--- config.mk ---
export PLATFORM = sky130hd
export DESIGN_NAME = crank_cam_gen
export DESIGN_NICKNAME = d
export VERILOG_FILES = /design/src/rtl/ccg_pkg.sv /design/src/rtl/ccg_cam_win.sv /design/src/rtl/crank_cam_gen.sv
export SDC_FILE = /design/constraint.sdc
export NUM_CORES = 1
export LEC_CHECK = 0
export BUFFER_PORTS_ARGS = -buffer_cell sky130_fd_sc_hd__buf_2
export CAP_MARGIN = 20
export CORE_MARGIN = 2
export CORE_UTILIZATION = 55
export DETAILED_ROUTE_END_ITERATION = 8
export GPL_ROUTABILITY_DRIVEN = 0
export PLACE_DENSITY = 0.74
export SLEW_MARGIN = 20
export SYNTH_ARGS = -nofsm -noshare
export SYNTH_HDL_FRONTEND = slang
export SYNTH_SLANG_ARGS = --single-unit
--- constraint.sdc ---
create_clock -name clk -period 10.95 [get_ports clk]
set_clock_uncertainty 0.2 [all_clocks]
set_input_delay 0 -clock clk [delete_from_list [all_inputs] [get_ports clk]]
set_output_delay 0 -clock clk [all_outputs]
set_load 0.005 [all_outputs]
--- src/rtl/ccg_pkg.sv ---
`default_nettype none
// +----------------------------------------------------------------------------+
// | Module   : ccg_pkg                                                         |
// | Desc     : Shared types and width helpers for the crank/cam generator.     |
// | Revision : 1.0                                                             |
// +----------------------------------------------------------------------------+
package ccg_pkg;

    // Cam window indices are stored wide so out-of-range settings never alias a real tooth.
    localparam int CAM_TW_MAX = 16;

    typedef struct packed {
        logic [CAM_TW_MAX-1:0] start;
        logic [CAM_TW_MAX-1:0] stop;
        logic                  phase;
    } cam_win_t;

    function automatic int ccg_tooth_w(input int teeth);
        return $clog2(teeth);
    endfunction

    // Tick counter must hold the gap top (MISSING+1)*(T+1)-1.
    function automatic int ccg_tcnt_w(input int per_w, input int missing);
        return per_w + $clog2(missing + 2);
    endfunction

endpackage
`default_nettype wire

--- src/rtl/ccg_cam_win.sv ---
`default_nettype none
// +----------------------------------------------------------------------------+
// | Module   : ccg_cam_win                                                     |
// | Desc     : One cam channel; opens/closes its window on tooth changes.      |
// | Revision : 1.0                                                             |
// +----------------------------------------------------------------------------+
module ccg_cam_win
    import ccg_pkg::*;
#(
    parameter int   TOOTH_W  = 6,
    parameter logic CAM_IDLE = 1'b1
) (
    input  logic               clk,
    input  logic               rst,
    input  logic               i_chg,
    input  logic [TOOTH_W-1:0] i_tooth,
    input  logic               i_phase,
    input  cam_win_t           i_win,
    output logic               o_cam
);

    logic [CAM_TW_MAX-1:0] w_tooth_x;
    logic                  r_cam;

    assign w_tooth_x = CAM_TW_MAX'(i_tooth);

    // Stop is tested first so a start==stop window never opens.
    always_ff @(posedge clk or posedge rst) begin
        if (rst) begin
            r_cam <= CAM_IDLE;
        end else if (i_chg) begin
            if (w_tooth_x == i_win.stop) begin
                r_cam <= CAM_IDLE;
            end else if ((w_tooth_x == i_win.start) && (i_phase == i_win.phase)) begin
                r_cam <= ~CAM_IDLE;
            end
        end
    end

    assign o_cam = r_cam;

endmodule
`default_nettype wire

--- src/rtl/crank_cam_gen.sv ---
`default_nettype none
// +----------------------------------------------------------------------------+
// | Module   : crank_cam_gen                                                   |
// | Desc     : N-M crank wheel and cam window generator with speed ramp.       |
// | Revision : 1.0                                                             |
// +----------------------------------------------------------------------------+
module crank_cam_gen
    import ccg_pkg::*;
#(
    parameter int   TEETH    = 60,
    parameter int   MISSING  = 2,
    parameter int   PRESC_W  = 8,
    parameter int   PER_W    = 8,
    parameter int   CAM_CH   = 1,
    parameter logic CAM_IDLE = 1'b1,
    localparam int  TOOTH_W  = ccg_tooth_w(TEETH)
) (
    input  logic                      clk,
    input  logic                      rst,
    input  logic                      i_en,
    input  logic [PRESC_W-1:0]        i_presc_top,
    input  logic [PER_W-1:0]          i_per_target,
    input  logic [PER_W-1:0]          i_ramp_step,
    input  logic [CAM_CH*TOOTH_W-1:0] i_cam_start,
    input  logic [CAM_CH*TOOTH_W-1:0] i_cam_stop,
    input  logic [CAM_CH-1:0]         i_cam_phase_sel,
    output logic                      o_vr,
    output logic [CAM_CH-1:0]         o_cam,
    output logic [TOOTH_W-1:0]        o_tooth,
    output logic                      o_cyc_phase,
    output logic                      o_rev_stb
);

    localparam int                  c_tcnt_w = ccg_tcnt_w(PER_W, MISSING);
    localparam logic [TOOTH_W-1:0]  c_last   = TOOTH_W'(TEETH - MISSING - 1);
    localparam logic [c_tcnt_w-1:0] c_mult   = c_tcnt_w'(MISSING + 1);

    logic                r_loaded;
    logic [PRESC_W-1:0]  r_pcnt;
    logic [PRESC_W-1:0]  r_presc;
    logic [c_tcnt_w-1:0] r_tcnt;
    logic [TOOTH_W-1:0]  r_tooth;
    logic                r_vr;
    logic                r_cyc_phase;
    logic                r_rev_stb;
    logic [PER_W-1:0]    r_per_cur;
    cam_win_t            r_win    [CAM_CH];

    cam_win_t            w_win_in [CAM_CH];
    logic [PER_W-1:0]    w_t;
    logic [c_tcnt_w-1:0] w_gap_top;
    logic [c_tcnt_w-1:0] w_top;
    logic [c_tcnt_w-1:0] w_half;
    logic                w_tick;
    logic                w_wrap;
    logic                w_rev;
    logic [TOOTH_W-1:0]  w_tooth_nxt;
    logic                w_phase_nxt;
    logic [PER_W-1:0]    w_per_nxt;

    assign w_t         = (r_per_cur == '0) ? PER_W'(1) : r_per_cur;
    assign w_gap_top   = c_mult * (c_tcnt_w'(w_t) + c_tcnt_w'(1)) - c_tcnt_w'(1);
    assign w_top       = (r_tooth == c_last) ? w_gap_top : c_tcnt_w'(w_t);
    assign w_half      = w_top >> 1;
    assign w_tick      = i_en && r_loaded && (r_pcnt == r_presc);
    assign w_wrap      = w_tick && (r_tcnt == w_top);
    assign w_rev       = w_wrap && (r_tooth == c_last);
    assign w_tooth_nxt = (r_tooth == c_last) ? '0 : r_tooth + TOOTH_W'(1);
    assign w_phase_nxt = r_cyc_phase ^ w_rev;

    always_comb begin
        w_per_nxt = i_per_target;
        if (i_ramp_step != '0) begin
            if (r_per_cur > i_per_target) begin
                if ((r_per_cur - i_per_target) > i_ramp_step) begin
                    w_per_nxt = r_per_cur - i_ramp_step;
                end
            end else if (r_per_cur < i_per_target) begin
                if ((i_per_target - r_per_cur) > i_ramp_step) begin
                    w_per_nxt = r_per_cur + i_ramp_step;
                end
            end
        end
    end

    // per_cur cannot reset to a live input; the first enabled cycle loads it
    // together with the shadows and counting starts on the following cycle.
    always_ff @(posedge clk or posedge rst) begin
        if (rst) begin
            r_loaded    <= 1'b0;
            r_pcnt      <= '0;
            r_presc     <= '0;
            r_tcnt      <= '0;
            r_tooth     <= '0;
            r_vr        <= 1'b0;
            r_cyc_phase <= 1'b0;
            r_rev_stb   <= 1'b0;
            r_per_cur   <= '0;
            for (int c = 0; c < CAM_CH; c++) begin
                r_win[c] <= '0;
            end
        end else begin
            r_rev_stb <= 1'b0;
            if (i_en && !r_loaded) begin
                r_loaded  <= 1'b1;
                r_per_cur <= i_per_target;
                r_presc   <= i_presc_top;
                for (int c = 0; c < CAM_CH; c++) begin
                    r_win[c] <= w_win_in[c];
                end
            end else if (i_en) begin
                r_pcnt <= (r_pcnt == r_presc) ? '0 : r_pcnt + PRESC_W'(1);
                if (w_wrap) begin
                    r_tcnt  <= '0;
                    r_vr    <= 1'b0;
                    r_tooth <= w_tooth_nxt;
                    if (w_rev) begin
                        r_rev_stb   <= 1'b1;
                        r_cyc_phase <= ~r_cyc_phase;
                        r_per_cur   <= w_per_nxt;
                        r_presc     <= i_presc_top;
                        for (int c = 0; c < CAM_CH; c++) begin
                            r_win[c] <= w_win_in[c];
                        end
                    end
                end else if (w_tick) begin
                    r_tcnt <= r_tcnt + c_tcnt_w'(1);
                    if (r_tcnt == w_half) begin
                        r_vr <= 1'b1;
                    end
                end
            end
        end
    end

    generate
        for (genvar c = 0; c < CAM_CH; c++) begin : g_cam
            assign w_win_in[c].start = CAM_TW_MAX'(i_cam_start[c*TOOTH_W +: TOOTH_W]);
            assign w_win_in[c].stop  = CAM_TW_MAX'(i_cam_stop[c*TOOTH_W +: TOOTH_W]);
            assign w_win_in[c].phase = i_cam_phase_sel[c];

            ccg_cam_win #(
                .TOOTH_W  (TOOTH_W),
                .CAM_IDLE (CAM_IDLE)
            ) u_cam_win (
                .clk     (clk),
                .rst     (rst),
                .i_chg   (w_wrap),
                .i_tooth (w_tooth_nxt),
                .i_phase (w_phase_nxt),
                .i_win   (r_win[c]),
                .o_cam   (o_cam[c])
            );
        end
    endgenerate

    assign o_vr        = r_vr;
    assign o_tooth     = r_tooth;
    assign o_cyc_phase = r_cyc_phase;
    assign o_rev_stb   = r_rev_stb;

endmodule
`default_nettype wire

==> metrics <==
leak pwr=0.00312 uW; ys async rst share=1.00; Synth top cells by count=ha_1 (62), inv_1 (60), dfrtp_1 (57); critical path class=register to register; core area=between 10000 and 15000 sq um; vias per cell=5.93; crit path max fanout=21; ys flop type=dfrtp_1; max incr delay on CP=0.75 ns; CP bufs+invs=3; Post-synth EDFFs=0; CP endpoint kind=register; synth-to-layout area growth=13.5%; Routed WL per cell=16.3 microns; Rows=37; DIE HEIGHT=around 110 microns; Fmax=0.179 GHz; Max Cap Viol=0; clk buf depth=2; Syn Nets=slightly below 800; CP Cell Sequence=inv_1 > nor2_1 > nand2_1 > nor2_1 > nand2_1 > xnor2_1 > ha_1 > inv_1 > ha_1 > nand2_1 > o21ai_1 > or3_1 > o211ai_1 > a2111oi_1 > or4_1 > o21ba_1 > buf_4 > mux2_2; worst hold path type=input port to register; Peak supply drop=between 0.1 and 0.15 mV; unrepaired setup endpoints after global routing=no; area share of the largest cell type after synthesis=0.245; status=finished, final reports clean; DRC violations left=0; Max-slew headroom=0.432; crit start category=register; Clock Sink Count=58; num ports=50; Yosys top cell by area=dfrtp_1; Post-Route WL=14.5 mm; clk_lat worst skew=0.34 ns; Yosys warnings=0; Worst R2R End=r_win[0]; post-route ant nets=0; CTS root buf=clkbuf_8; setup_tns=0 ns; Starting Density=0.566; Fill cells=887; Reg2Reg Setup Slack=~5.4 ns; Levels on crit path=18; Starting DRT DRC Count=284; Final min period=5.58 ns; Worst Path Arrival=5.60 ns; hpwl dp=11.0 mm; CTS Buf Count=9; CP Launch Point=r_per_cur[2]; pin count of the biggest net entering global routing=59; Power Dens Cells=229 nW/um^2; flop and latch count out of synthesis=58; Final setup viols=0; TritonRoute pass-1 iters=5; WP data required=approximately 11 ns; Most Frequent Cell on Critical Path=nand2_1; clock-pin slew on the worst setup and hold paths=0.07 ns; Max Slew Vio Count=0; GRT Resource Usage Total=0.264; worst r2r path cells=18; Setup WS post-layout=between 5 and 6 ns; Synth area leaders=dfrtp_1 (25%), ha_1 (13%), xnor2_1 (6.5%); antenna cell count=0; Critical Path End=r_win[0]; DR vias=roughly 5300; Mean Syn Cell Area=8.58 sq um; first-pass GRT wire length=approximately 24 mm; Final period util=0.510; vias in the first global route=5209; final hold vios=0; initial antenna violation count=0; critical register-to-register path startpoint=r_per_cur[2]; most common cell in the netlist=ha_1; gr ovfl total=0; Resized Gates After CTS=0; dpl ws=5.28 ns; share of cells above drive strength 1=0.146; CTS tree=yes; Post-Synthesis Cells=678; Layout Nets=854; PortBufs=49; CTS H-tree lvls=3; CP max stage cell=a2111oi_1; sequential area share after synthesis=0.250; Syn Std Cell Area=5820 sq um; DIE WIDTH=approximately 110 microns; worst-case hold slack=0.144 ns; worst-margin pin slew=around 0.85 ns; Die Area=11400 sq um; Distinct cells, synth=75; CP top delay family=compound AO/OA/AOI/OAI gates; post-CTS setup buffers=0
[how the worst min path moves through the flow]
| stage | start | endpoint | slack, ns | cells after the start |
|---|---|---|---|---|
| 2_1_floorplan | i_en | r_loaded | -0.09 | 1 |
| 3_3_place_gp | i_cam_stop[0] | r_win[1] | 0.01 | 2 |
| 3_5_place_dp | i_cam_stop[1] | r_win[2] | 0.02 | 2 |
| 4_1_cts | i_ramp_step[6] | r_per_cur[1] | 0.13 | 5 |
| 5_1_grt | i_ramp_step[0] | r_per_cur[0] | 0.15 | 4 |
| 6_report | i_ramp_step[6] | r_per_cur[1] | 0.14 | 5 |
[worst min-delay path: cells and delay by family]
kind | cells | cell delay, ns
AOI/OAI and AO/OA | 2 | 0.40
muxes | 1 | 0.09
and+or+nand+nor | 1 | 0.05
buffers and inverters | 1 | 0.10
[layout make-up]
class,instances,area (sq um),share of cell area
clock inverters,3,15.0,0.00227
inverters,60,225,0.0341
repair buffers,84,586,0.0886
flip-flops and latches,58,1450,0.220
clock buffers,13,149,0.0225
well taps,136,170,0.0257
multi-input cells,535,4010,0.607
[where the power goes]
part	switching [uW]	internal, uW
clock network	84.4	87.4
logic	588	441
registers	65.6	246
[placed cells by master, fill, tap and decap left out, drive strengths merged, types with 10 or more instances in the layout]
cell         count
buf             53
mux2i           15
clkbuf          13
inv             60
xor2            24
nor3            13
mux2            25
dlygate4sd3     31
xnor2           43
ha              62
nor2            52
nand3           21
a21o            10
nand2           48
a21oi           35
dfrtp           57
o21ai           46
[sequential cells by signal, summed over array words and instances, names as in the netlist]
| signal | flops |
|---|---|
| r_win | 13 |
| r_tcnt | 10 |
| r_pcnt | 8 |
| r_per_cur | 8 |
| r_presc | 8 |
| o_tooth | 6 |
| g_cam.u_cam_win.o_cam | 1 |
| o_cyc_phase | 1 |
| o_rev_stb | 1 |
| o_vr | 1 |
| r_loaded | 1 |
[per-layer routing]
| metal | part of all wire | up-vias | wire, microns | global-route usage |
|---|---|---|---|---|
| met5 | 0 | - | 0 | 0 |
| met4 | 0.024 | 0 | 350 | 0.0835 |
| met3 | 0.049 | 35 | 711 | 0.0432 |
| met2 | 0.49 | 161 | 7180 | 0.461 |
| met1 | 0.43 | 2511 | 6280 | 0.333 |
| li1 | - | 2564 | - | - |
[per-stage QoR]
step	area (sq um)	instances	total power [uW]	util
after global routing	6610	889	1650	0.643
after CTS	6610	889	1500	0.643
final	6610	889	1510	0.643
after global placement	6130	842	1270	0.597
after floorplan	5820	678	1090	-
after detailed placement	6130	842	1320	0.597
[cell families (layout without fill, tap and decap cells)]
kind of cell	after synthesis	after routing	synth area share
buf+inv	85	160	0.0615
simple gates	194	194	0.166
flops	58	58	0.250
mux	40	40	0.0761
fa+ha+maj	66	66	0.147
compound gates	166	166	0.191
xor+xnor	69	69	0.109
[repair_timing]
action	CTS	global route
endpoints found under the setup margin	0	0
hold endpoints to repair	90	0
hold buffers	31	0
Note: power is estimated with default switching activity, not from simulation.
